File: src/rtl/matmul_pkg.sv
// Shared types and helpers for the matmul result-drain path: FSM state type,
// index-width calculation and signed saturation limits for a given output width.
package matmul_pkg;

  typedef enum logic {DRAIN_IDLE, DRAIN_STREAM} drain_state_t;

  // One spare bit so the index can count one past the last element without wrapping.
  function automatic int idx_w(input int m, input int n);
    return $clog2(m * n) + 1;
  endfunction

  function automatic logic signed [63:0] sat_hi(input int out_w);
    return (64'sd1 <<< (out_w - 1)) - 64'sd1;
  endfunction

  function automatic logic signed [63:0] sat_lo(input int out_w);
    return -(64'sd1 <<< (out_w - 1));
  endfunction

endpackage

File: src/rtl/matmul_result_drain_acc_saturate.sv
// Combinational width converter for one accumulator element: sign-extends when
// widening, clamps to the signed output range when narrowing and flags the clamp.
module acc_saturate
  import matmul_pkg::*;
#(
  parameter int ACC_W = 32,
  parameter int OUT_W = 32
) (
  input  logic [ACC_W-1:0] acc,
  output logic [OUT_W-1:0] res,
  output logic             sat
);

  generate
    if (OUT_W >= ACC_W) begin : g_extend
      assign res = OUT_W'($signed(acc));
      assign sat = 1'b0;
    end else begin : g_clamp
      localparam logic signed [ACC_W-1:0] HI = ACC_W'(sat_hi(OUT_W));
      localparam logic signed [ACC_W-1:0] LO = ACC_W'(sat_lo(OUT_W));

      always_comb begin
        res = acc[OUT_W-1:0];
        sat = 1'b0;
        if ($signed(acc) > HI) begin
          res = HI[OUT_W-1:0];
          sat = 1'b1;
        end else if ($signed(acc) < LO) begin
          res = LO[OUT_W-1:0];
          sat = 1'b1;
        end
      end
    end
  endgenerate

endmodule

File: src/rtl/matmul_result_drain.sv
// Snapshots the final MxN accumulator matrix and streams it row-major on an
// AXI4-Stream master, converting each element to the signed output width.
module matmul_result_drain
  import matmul_pkg::*;
#(
  parameter int ACC_W = 32,
  parameter int OUT_W = 32,
  parameter int M     = 2,
  parameter int N     = 2
) (
  input  logic                              clk,
  input  logic                              rst_n,
  input  logic                              start,
  input  logic [M-1:0][N-1:0][ACC_W-1:0]    C,
  output logic                              busy,
  output logic                              snap_done,
  output logic [OUT_W-1:0]                  m_axis_tdata,
  output logic                              m_axis_tvalid,
  input  logic                              m_axis_tready,
  output logic                              m_axis_tlast,
  output logic                              done,
  output logic                              sat_flag
);

  localparam int NUM   = M * N;
  localparam int IDX_W = idx_w(M, N);

  drain_state_t     state, state_nxt;
  logic [IDX_W-1:0] idx, idx_inc;
  logic [ACC_W-1:0] c_flat [NUM];
  logic [ACC_W-1:0] shadow [NUM];
  logic [NUM-1:0]   elem_sat;
  logic [OUT_W-1:0] elem_unused [NUM];
  logic [ACC_W-1:0] conv_in;
  logic [OUT_W-1:0] conv_out;
  logic             conv_sat_unused;
  logic             capture, advance, finish, is_last;

  // Saturation detectors see C directly so sat_flag is ready with the snapshot;
  // only their sat bits are consumed.
  for (genvar i = 0; i < M; i++) begin : g_row
    for (genvar j = 0; j < N; j++) begin : g_col
      assign c_flat[i*N+j] = C[i][j];
      acc_saturate #(.ACC_W(ACC_W), .OUT_W(OUT_W)) u_detect (
        .acc (C[i][j]),
        .res (elem_unused[i*N+j]),
        .sat (elem_sat[i*N+j])
      );
    end
  end

  // tdata is registered, so the converter looks one element ahead: C[0][0] on
  // capture, the next shadow element on each handshake.
  always_comb begin
    idx_inc = idx + 1'b1;
    conv_in = c_flat[0];
    if (state == DRAIN_STREAM) begin
      for (int k = 0; k < NUM; k++) begin
        if (idx_inc == IDX_W'(k)) conv_in = shadow[k];
      end
    end
  end

  acc_saturate #(.ACC_W(ACC_W), .OUT_W(OUT_W)) u_conv (
    .acc (conv_in),
    .res (conv_out),
    .sat (conv_sat_unused)
  );

  assign is_last = (idx == IDX_W'(NUM - 1));

  always_comb begin
    state_nxt = state;
    capture   = 1'b0;
    advance   = 1'b0;
    finish    = 1'b0;
    case (state)
      DRAIN_IDLE: begin
        if (start) begin
          capture   = 1'b1;
          state_nxt = DRAIN_STREAM;
        end
      end
      DRAIN_STREAM: begin
        if (m_axis_tvalid && m_axis_tready) begin
          advance = 1'b1;
          if (is_last) begin
            finish    = 1'b1;
            state_nxt = DRAIN_IDLE;
          end
        end
      end
      default: state_nxt = DRAIN_IDLE;
    endcase
  end

  always_ff @(posedge clk or negedge rst_n) begin
    if (!rst_n) state <= DRAIN_IDLE;
    else        state <= state_nxt;
  end

  always_ff @(posedge clk or negedge rst_n) begin
    if (!rst_n) begin
      busy          <= 1'b0;
      snap_done     <= 1'b0;
      done          <= 1'b0;
      m_axis_tvalid <= 1'b0;
      m_axis_tlast  <= 1'b0;
      m_axis_tdata  <= '0;
      sat_flag      <= 1'b0;
      idx           <= '0;
    end else begin
      snap_done     <= capture;
      done          <= finish;
      busy          <= (state_nxt == DRAIN_STREAM);
      m_axis_tvalid <= (state_nxt == DRAIN_STREAM);
      if (capture) begin
        idx          <= '0;
        m_axis_tlast <= 1'(NUM == 1);
        m_axis_tdata <= conv_out;
        sat_flag     <= |elem_sat;
      end else if (advance) begin
        idx          <= idx_inc;
        m_axis_tlast <= (idx_inc == IDX_W'(NUM - 1));
        if (!finish) m_axis_tdata <= conv_out;
      end
    end
  end

  always_ff @(posedge clk or negedge rst_n) begin
    if (!rst_n) begin
      for (int k = 0; k < NUM; k++) shadow[k] <= '0;
    end else if (capture) begin
      for (int k = 0; k < NUM; k++) shadow[k] <= c_flat[k];
    end
  end

endmodule

File: config.mk
export PLATFORM = sky130hd
export DESIGN_NAME = matmul_result_drain
export DESIGN_NICKNAME = d
export VERILOG_FILES = /design/src/rtl/matmul_pkg.sv /design/src/rtl/matmul_result_drain_acc_saturate.sv /design/src/rtl/matmul_result_drain.sv
export SDC_FILE = /design/constraint.sdc
export NUM_CORES = 1
export LEC_CHECK = 0
export ABC_CLOCK_PERIOD_IN_PS = 4400
export BUFFER_PORTS_ARGS = -buffer_cell sky130_fd_sc_hd__clkbuf_2
export CAP_MARGIN = 20
export CELL_PAD_IN_SITES_DETAIL_PLACEMENT = 1
export CELL_PAD_IN_SITES_GLOBAL_PLACEMENT = 1
export CORE_MARGIN = 2
export CORE_UTILIZATION = 44
export DETAILED_ROUTE_END_ITERATION = 7
export PLACE_DENSITY = 0.82
export REMOVE_ABC_BUFFERS = 1
export SKIP_LAST_GASP = 1
export SYNTH_ARGS = -nofsm -noshare
export SYNTH_HDL_FRONTEND = slang
export SYNTH_SLANG_ARGS = --single-unit
File: constraint.sdc
create_clock -name clk -period 4.4 [get_ports clk]
set_clock_uncertainty 0.15 [all_clocks]
set_input_delay 0.66 -clock clk [delete_from_list [all_inputs] [get_ports clk]]
set_output_delay 0.66 -clock clk [all_outputs]
set_load 0.01 [all_outputs]
==> results of run 1 <==
## cell type report
type | instances | area [sq um]
Inverter | 7 | 28.8
Timing Repair Buffer | 182 | 977
Fill cell | 2293 | 8820
Multi-Input combinational cell | 729 | 3750
Sequential cell | 167 | 4180
Clock buffer | 18 | 439
Tap cell | 234 | 293
Clock inverter | 14 | 153
## placed cells by master, fill, tap and decap left out, types with 3 or more instances in the layout
cell        Yosys  final
a21o_1         32     32
o22a_1         32     32
a31oi_1        31     31
o21ai_1         5      5
o21ai_0        94     94
o2bb2ai_1      31     31
buf_4           2     12
nor2b_1        31     31
clkinvlp_4      0      7
inv_1           7      6
clkbuf_2        0    167
dfrtp_1       167    166
clkinv_4        0      3
clkbuf_16       0     17
ha_2            0      4
o221ai_1       31     31
nand2_1       421    419
## critical path: stages, from the launching register on
cell,delay (ns)
dfrtp_1,0.45
ha_1,0.26
ha_4,0.45
nand2_1,0.59
o21ai_0,0.50
o21ai_0,0.15
o22a_1,0.21
## power breakdown
part	total [mW]	internal (mW)	leakage, nW	switching [mW]
sequential	2.71	2.27	2.06	0.446
clock	1.51	0.853	0.267	0.660
combinational	3.40	1.33	2.76	2.07
total	7.63	4.44	5.09	3.18
## Yosys cell counts, drive strengths merged (2+ instances only)
cell,instances,share of area [%]
nand2,421,19
dfrtp,167,50
o21ai,99,6.0
buf,58,3.6
a21o,32,2.9
o22a,32,3.4
a31oi,31,2.3
nor2b,31,2.3
o221ai,31,3.3
o2bb2ai,31,3.3
clkbuf,26,1.2
inv,7,0.32
ha,6,0.90
a22o,2,0.21
nor2,2,0.090
## cell families (layout without fill, tap and decap cells)
family,count (synthesis),in the layout,synth area share [%]
compound gates,261,261,21.7
xor+xnor,1,1,0.105
fa+ha+maj,6,6,0.903
buf+inv,91,221,5.06
flops,167,167,50.3
mux,1,1,0.120
other cells,1,1,0.0451
simple gates,459,459,21.8
## path summary, 6_finish.rpt
| check | from | end | cells after the start |
|---|---|---|---|
| setup / recovery | idx[0] | m_axis_tdata[29] | 6 |
| hold / removal | rst_n | shadow[34] | 1 |
| setup reg to reg | idx[0] | m_axis_tdata[29] | 6 |
| hold reg to reg | shadow[71] | shadow[71] | 2 |
| max in group asynchronous | rst_n | m_axis_tdata[7] | 2 |
| min in group clk | C[82] | shadow[50] | 3 |
## flip-flops by register name, indices dropped and copies added, names as in the netlist
name,cells
done,1
idx,3
m_axis_tdata,32
m_axis_tlast,1
m_axis_tvalid,1
shadow,128
snap_done,1
## per-stage QoR
stage / cells / hold WS (ns) / setup TNS [ns] / power [mW]
final: 1351 / 0.159 / 0 / 7.63
after global placement: 1319 / 0.304 / 0 / 5.97
after floorplan: 903 / 0.214 / -397.81 / 4.91
after CTS: 1351 / 0.209 / 0 / 7.68
after detailed placement: 1319 / 0.310 / 0 / 6.12
after global routing: 1351 / 0.215 / 0 / 8.22
## per-layer routing
layer	up-vias	global-route usage [%]	part of all wire [%]
met3	36	4.79	5.1
li1	3566	-	-
met4	2	7.21	1.5
met1	3843	33.8	45
met5	-	0	0.052
met2	229	44.1	49
==> impl_metrics.toml, run 1 <==
[clocking]
cts_tree = "yes"
htreeDepth = 4
cts_hold_buffers = 0
post_cts_buffers = 0
clockRootBuffer = "clkbuf_16"
numCtsBuffers = 17
clk_latency_ns = 0.43
cts_sinks = 167
clk_path_buf_depth = 2
ctsResizeCount = 0
cts.clk_slew.worst_paths_ns = 0.07

[pwr]
power_leakage_nw = 5.09
vdd_drop_max_uv = 315
power_density_nw_per_um2 = 776

[logic_synthesis]
seq_area_frac_synth_pct = 50.3
synthArstFlopShare_pct = 100
synth-seq-cells = 167
synth.cell_area_sq_um = 8320
synth.avg_cell_area_sq_um = 8.43
syn_inst = 987
yosysWarningCount = 0
ys.flop_type = "dfrtp_1"
yosys.cell_types.count = 30
synth-edff-count = 0

[layout]
final_area_sq_um = 9820
nets = 1242
final_util_pct = 52.7
syn_to_final_growth_pct = 18.1
num_antenna_cells = 0
drive_above_1_share_pct = 20.1

[timing]
slew_headroom_pct = 38.8
hold_viol = 0
max_freq_mhz = 348
setup_ws_ns = 1.53
fin_crit_sh_pct = 65.2
fin_crit_ns = 2.87
rsz0062_at_grt = "false"
setup_viol = 0
tightest_slew_ns = 0.915
finalMaxSlewViolations = 0

[worst_setup_path]
r2r_slack_ns = 1.53
critPathKind = "flip-flop to flip-flop"
cp_data_arrival_time_ns = 3.03
crit_path_end_kind = "flip-flop"
worst-path-max-fanout = 27
required_ns = 4.56
crit_path_start_kind = "flip-flop"

[route]
vias_per_cell = 5.68
num_vias = 7676
initialDrtViolationCount = 488
wire_per_inst_um = 18.6
routed_wl_mm = 25.1
drc_errors = 0
drtAntennaViolNets = 0
dr.pass1.iters = 5

[global_route]
grt_antenna_before_repair = 1
grt_overflow = 0
grt_pass1_wl_mm = 41.0
grt_max_degree = 107
grt_pass1_vias = 8031
grt_usage_pct = 25.8

[placed_design]
hpwl_mm = 15.3
dp_slack_ns = 1.54
globalplace.congestion = 0.771
place_area_sq_um = 9230
io_buffers = 168

[floorplan]
dieArea_sq_um = 20000
die_w_um = 141
start_util_pct = 44.6
pin_count = 170
dieHeight_um = 141
rows = 50
coreArea_sq_um = 18600

[flow_run]
maxCapViolations = 0

[worst_hold_path]
hold_class = "input port to asynchronous set/reset pin"

[outcome]
status = "finished, final reports clean"
No activity file was read; power rests on OpenSTA's default activity.
==> inputs of run 2 (changes only) <==
Settings changed: ABC_CLOCK_PERIOD_IN_PS 4400 to 2530, CORE_UTILIZATION 44 to 37, PLACE_DENSITY 0.82 to 0.73.
Clock period 4.4 ns to 2.53 ns, I/O delays scaled along.
==> run 2 against run 1 <==
Compared with the run above:
- critical path depth increased by 1
- critical path type unchanged
- highest routed layer is now met4
- combinational power increased by 84%
- utilization decreased by 3.5 points
- sequential share of layout area decreased by 3.9 points
- non-clock buffer count increased by 91
- count of clock-buffer cells in the layout increased by 4
- final cell count increased by 10%
==> impl_metrics.toml, run 2 (synthesis gave the netlist of run 1 again) <==
[outcome]
status = "finished, final reports clean"

[timing]
tightest_slew_ns = 0.544
setup_viol = 0
slew_headroom_pct = 63.7
finalMaxSlewViolations = 0
finalSetupTns_ns = 0
fin_crit_sh_pct = 93.5
fin_crit_ns = 2.36
max_freq_mhz = 423
hold_slack_ns = 0.00767
hold_viol = 0
rsz0062_at_grt = "false"

[worst_hold_path]
hold_end = "shadow[59]"
hold_class = "input port to flip-flop"
hold_start = "C[91]"
holdPathStages = 3

[floorplan]
pin_count = 170
dieArea_sq_um = 23700
dieHeight_um = 154
start_util_pct = 37.9
die_w_um = 154
coreArea_sq_um = 22000
rows = 54

[global_route]
grt_pass1_wl_mm = 43.6
grt_overflow = 0
grt_usage_pct = 23.4
grt_antenna_before_repair = 0
grt_pass1_vias = 8194
grt_max_degree = 60

[worst_setup_path]
worst_r2r_endpoint = "m_axis_tdata[7]"
required_ns = 2.68
crit_path_end_kind = "flip-flop"
worstRegToRegCells = 7
r2r_slack_ns = 0.17
worst-path-max-fanout = 38
crit_path_start_kind = "flip-flop"
critPathKind = "flip-flop to flip-flop"
reg2reg_from = "idx[1]"
cp_data_arrival_time_ns = 2.51

[layout]
multi_input_area_sq_um = 3750
drive_above_1_share_pct = 20.3
nets = 1333
layout_common_cells = "nand2_1 (418), clkbuf_2 (167), dfrtp_1 (166)"
ff_latch_area_sq_um = 4180
final_common_cell = "nand2_1"
syn_to_final_growth_pct = 29.9
largest_registers = "shadow (128), m_axis_tdata (32), idx (3)"
nFillCells = 2637
final_util_pct = 49.2
largest_reg_flops = 128
max_flop_register = "shadow"
final_area_sq_um = 10800
num_antenna_cells = 0

[placed_design]
place_area_sq_um = 9490
io_buffers = 168
globalplace.congestion = 0.754
hpwl_mm = 17.3

[flow_run]
maxCapViolations = 0

[pwr]
vdd_drop_max_uv = 453
power_leakage_nw = 5.52
total_power_mw = 13.7
power_density_nw_per_um2 = 1260

[clocking]
clockRootBuffer = "clkbuf_16"
cts.clk_slew.worst_paths_ns = 0.07
cts_sinks = 167
ctsResizeCount = 0
htreeDepth = 4
cts_tree = "yes"
post_cts_buffers = 0
clk_path_buf_depth = 2
numCtsBuffers = 17
clk_latency_ns = 0.43

[route]
dr.pass1.iters = 4
drtAntennaViolNets = 0
initialDrtViolationCount = 423
vias_per_cell = 5.28
wire_per_inst_um = 18.2
num_vias = 7851
routed_wl_mm = 27.1
drc_errors = 0
[run 2: layout make-up]
| class | count | area share (%) |
|---|---|---|
| well taps | 280 | 3.24 |
| clock inverters | 10 | 1.11 |
| repair buffers | 273 | 17.5 |
| multi-input cells | 729 | 34.7 |
| clock buffers | 22 | 4.48 |
| flip-flops and latches | 167 | 38.7 |
| inverters | 7 | 0.266 |
[run 2: how the worst max path moves through the flow]
stage	slack, ns	to	start
2_1_floorplan	-4.63	snap_done	m_axis_tvalid
3_3_place_gp	0.29	m_axis_tdata[25]	idx[1]
3_5_place_dp	0.19	m_axis_tdata[5]	idx[1]
4_1_cts	0.16	m_axis_tdata[7]	idx[1]
5_1_grt	0.01	m_axis_tdata[14]	idx[1]
6_report	0.17	m_axis_tdata[7]	idx[1]
[run 2: per-stage QoR]
stage               instances  worst slack, ns
detailed placement       1385            0.187
floorplan                 903            -4.63
finish                   1488            0.165
global placement         1385            0.295
CTS                      1488            0.159
global route             1488           0.0108
[run 2: worst max-delay path, cell delays in order, from the launching register on]
cell and delay [ns]:
dfrtp_1 0.43, ha_1 0.24, ha_4 0.30, buf_4 0.35, buf_4 0.36, o21ai_0 0.16
o221ai_1 0.10, a31oi_1 0.10
[run 2: repair_timing]
action,CTS,global route
endpoints found under the setup margin,0,0
hold buffers,71,0
endpoints found under the hold margin,115,0
[run 2: where the power goes]
part	internal, mW	leakage [nW]	switching (mW)	total, mW
sequential	3.94	2.06	0.753	4.69
clock	1.56	0.292	1.12	2.69
combinational	2.56	3.17	3.71	6.27
total	8.06	5.52	5.59	13.7
[run 2: metal layers]
| layer | up-vias | share of wire [%] | GRT usage (%) |
|---|---|---|---|
| met5 | - | 0 | 0 |
| met4 | 0 | 1.3 | 6.01 |
| met3 | 27 | 4.2 | 4.62 |
| met2 | 175 | 49 | 40.0 |
| met1 | 3903 | 45 | 30.4 |
| li1 | 3746 | - | - |
==> inputs of run 3 (changes only) <==
--- a/config.mk
+++ b/config.mk
@@ -6,5 +6,5 @@
 export NUM_CORES = 1
 export LEC_CHECK = 0
-export ABC_CLOCK_PERIOD_IN_PS = 2530
+export ABC_CLOCK_PERIOD_IN_PS = 3000
 export BUFFER_PORTS_ARGS = -buffer_cell sky130_fd_sc_hd__clkbuf_2
 export CAP_MARGIN = 20
@@ -12,7 +12,7 @@
 export CELL_PAD_IN_SITES_GLOBAL_PLACEMENT = 1
 export CORE_MARGIN = 2
-export CORE_UTILIZATION = 37
+export CORE_UTILIZATION = 44
 export DETAILED_ROUTE_END_ITERATION = 7
-export PLACE_DENSITY = 0.73
+export PLACE_DENSITY = 0.82
 export REMOVE_ABC_BUFFERS = 1
 export SKIP_LAST_GASP = 1
==> constraint.sdc (replaced) <==
create_clock -name clk -period 3 [get_ports clk]
set_clock_uncertainty 0.15 [all_clocks]
set_input_delay 0.45 -clock clk [delete_from_list [all_inputs] [get_ports clk]]
set_output_delay 0.45 -clock clk [all_outputs]
set_load 0.05 [all_outputs]
==> run 3 against run 2 <==
Compared with the run above:
- sequential share of layout area increased by 3.2 points
- final cell count decreased by 8.3%
- first-iteration DRC count increased by 28%
- register-to-register slack improved by 0.24 ns
- routed wire length decreased by 5.4%
- global-route usage increased by 3.0 points
- sequential power decreased by 15%
- flip-flop and latch count unchanged
- largest cell class unchanged
==> impl_metrics.toml, run 3 (synthesis gave the netlist of run 1 again) <==
[pwr]
power_density_nw_per_um2 = 1230
power_leakage_nw = 5.19
total_power_mw = 12.3
vdd_drop_max_uv = 472

[placed_design]
hpwl_mm = 16.3
globalplace.congestion = 0.787
dp_slack_ns = 0.429
place_area_sq_um = 9320
io_buffers = 168

[worst_setup_path]
critPathKind = "flip-flop to flip-flop"
cpMostUsedCell = "o21ai_0"
crit_path_end_kind = "flip-flop"
cp_data_arrival_time_ns = 2.76
required_ns = 3.17
critPathSlowestCell = "dfrtp_1"
worst-path-max-fanout = 23
crit_path_start_kind = "flip-flop"
r2r_slack_ns = 0.41
slowest_delay_ns = 0.45
path_cells = "ha_1 -> ha_4 -> nand2_1 -> buf_4 -> o21ai_0 -> o21ai_0 -> o22a_1"

[clocking]
clk_latency_ns = 0.43
cts_sinks = 167
clockRootBuffer = "clkbuf_16"
cts_tree = "yes"
post_cts_buffers = 0
numCtsBuffers = 17
htreeDepth = 4
cts.clk_slew.worst_paths_ns = 0.07
clk_path_buf_depth = 2

[layout]
multi_input_area_sq_um = 3750
nets = 1255
final_area_sq_um = 9970
nFillCells = 2259
drive_above_1_share_pct = 20.9
max_flop_register = "shadow"
final_common_cell = "nand2_1"
final_util_pct = 53.5
largest_reg_flops = 128
syn_to_final_growth_pct = 20.0
largest_registers = "shadow (128), m_axis_tdata (32), idx (3)"
layout_common_cells = "nand2_1 (419), clkbuf_2 (167), dfrtp_1 (166)"
ff_latch_area_sq_um = 4180
num_antenna_cells = 0

[route]
vias_per_cell = 5.68
initialDrtViolationCount = 543
dr.pass1.iters = 5
num_vias = 7742
routed_wl_mm = 25.7
wire_per_inst_um = 18.8
drtAntennaViolNets = 0
drc_errors = 0

[global_route]
grt_pass1_vias = 8101
grt_overflow = 0
grt_pass1_wl_mm = 41.8
grt_antenna_before_repair = 1
grt_max_degree = 78
grt_usage_pct = 26.3

[floorplan]
dieHeight_um = 141
rows = 50
start_util_pct = 44.6
pin_count = 170
die_w_um = 141
dieArea_sq_um = 20000
coreArea_sq_um = 18600

[timing]
setup_viol = 0
tightest_slew_ns = 0.811
fin_crit_sh_pct = 86.5
slew_headroom_pct = 45.9
hold_slack_ns = 0.0582
finalMaxSlewViolations = 0
rsz0062_at_grt = "false"
hold_viol = 0
fin_crit_ns = 2.59
max_freq_mhz = 385
setup_ws_ns = 0.405

[worst_hold_path]
hold_class = "input port to flip-flop"

[flow_run]
maxCapViolations = 0

[outcome]
status = "finished, final reports clean"
-- run 3: through the flow --
| stage | TNS (ns) | cells |
|---|---|---|
| final | 0 | 1364 |
| after floorplan | -699.54 | 903 |
| after global placement | 0 | 1331 |
| after CTS | 0 | 1364 |
| after detailed placement | 0 | 1331 |
| after global routing | 0 | 1364 |
-- run 3: path summary, 6_finish.rpt --
kind / from / end / cells past startpoint
max reg2reg: idx[0] / m_axis_tdata[29] / 7
min reg2reg: shadow[19] / shadow[19] / 2
max: idx[0] / m_axis_tdata[29] / 7
min in group asynchronous: rst_n / shadow[38] / 2
min: C[72] / shadow[40] / 3
max in group asynchronous: rst_n / shadow[19] / 3
-- run 3: report_power, final --
group / switching (mW) / internal, mW / total (mW)
clock network: 0.932 / 1.50 / 2.43
registers: 0.656 / 3.32 / 3.98
logic: 3.87 / 2.04 / 5.91
total: 5.46 / 6.86 / 12.3
-- run 3: area by class of cell --
cell class,count,area share (%)
clock buffer,19,4.44
sequential,167,41.9
multi-input combinational,729,37.6
clock inverter,13,2.02
timing repair buffer,195,10.8
inverter,7,0.289
tap,234,2.94
-- run 3: repair_timing --
| item | CTS | global route |
|---|---|---|
| endpoints found under the hold margin | 48 | 0 |
| hold buffers | 1 | 0 |
| resized for setup | 0 | 0 |
-- run 3: worst max-delay path: cells and delay by family (launching register included) --
family	cells	cell delay [ns]
fa+ha+maj	2	0.69
compound gates	3	0.58
flops	1	0.45
simple gates	1	0.32
buf+inv	1	0.28
-- run 3: per-layer routing --
metal | vias to the layer above | share of wire (%) | global-route usage (%)
met3 | 42 | 4.2 | 4.66
met2 | 216 | 49 | 44.8
met4 | 2 | 1.9 | 8.16
li1 | 3589 | - | -
met5 | - | 0.051 | 0
met1 | 3893 | 45 | 34.3
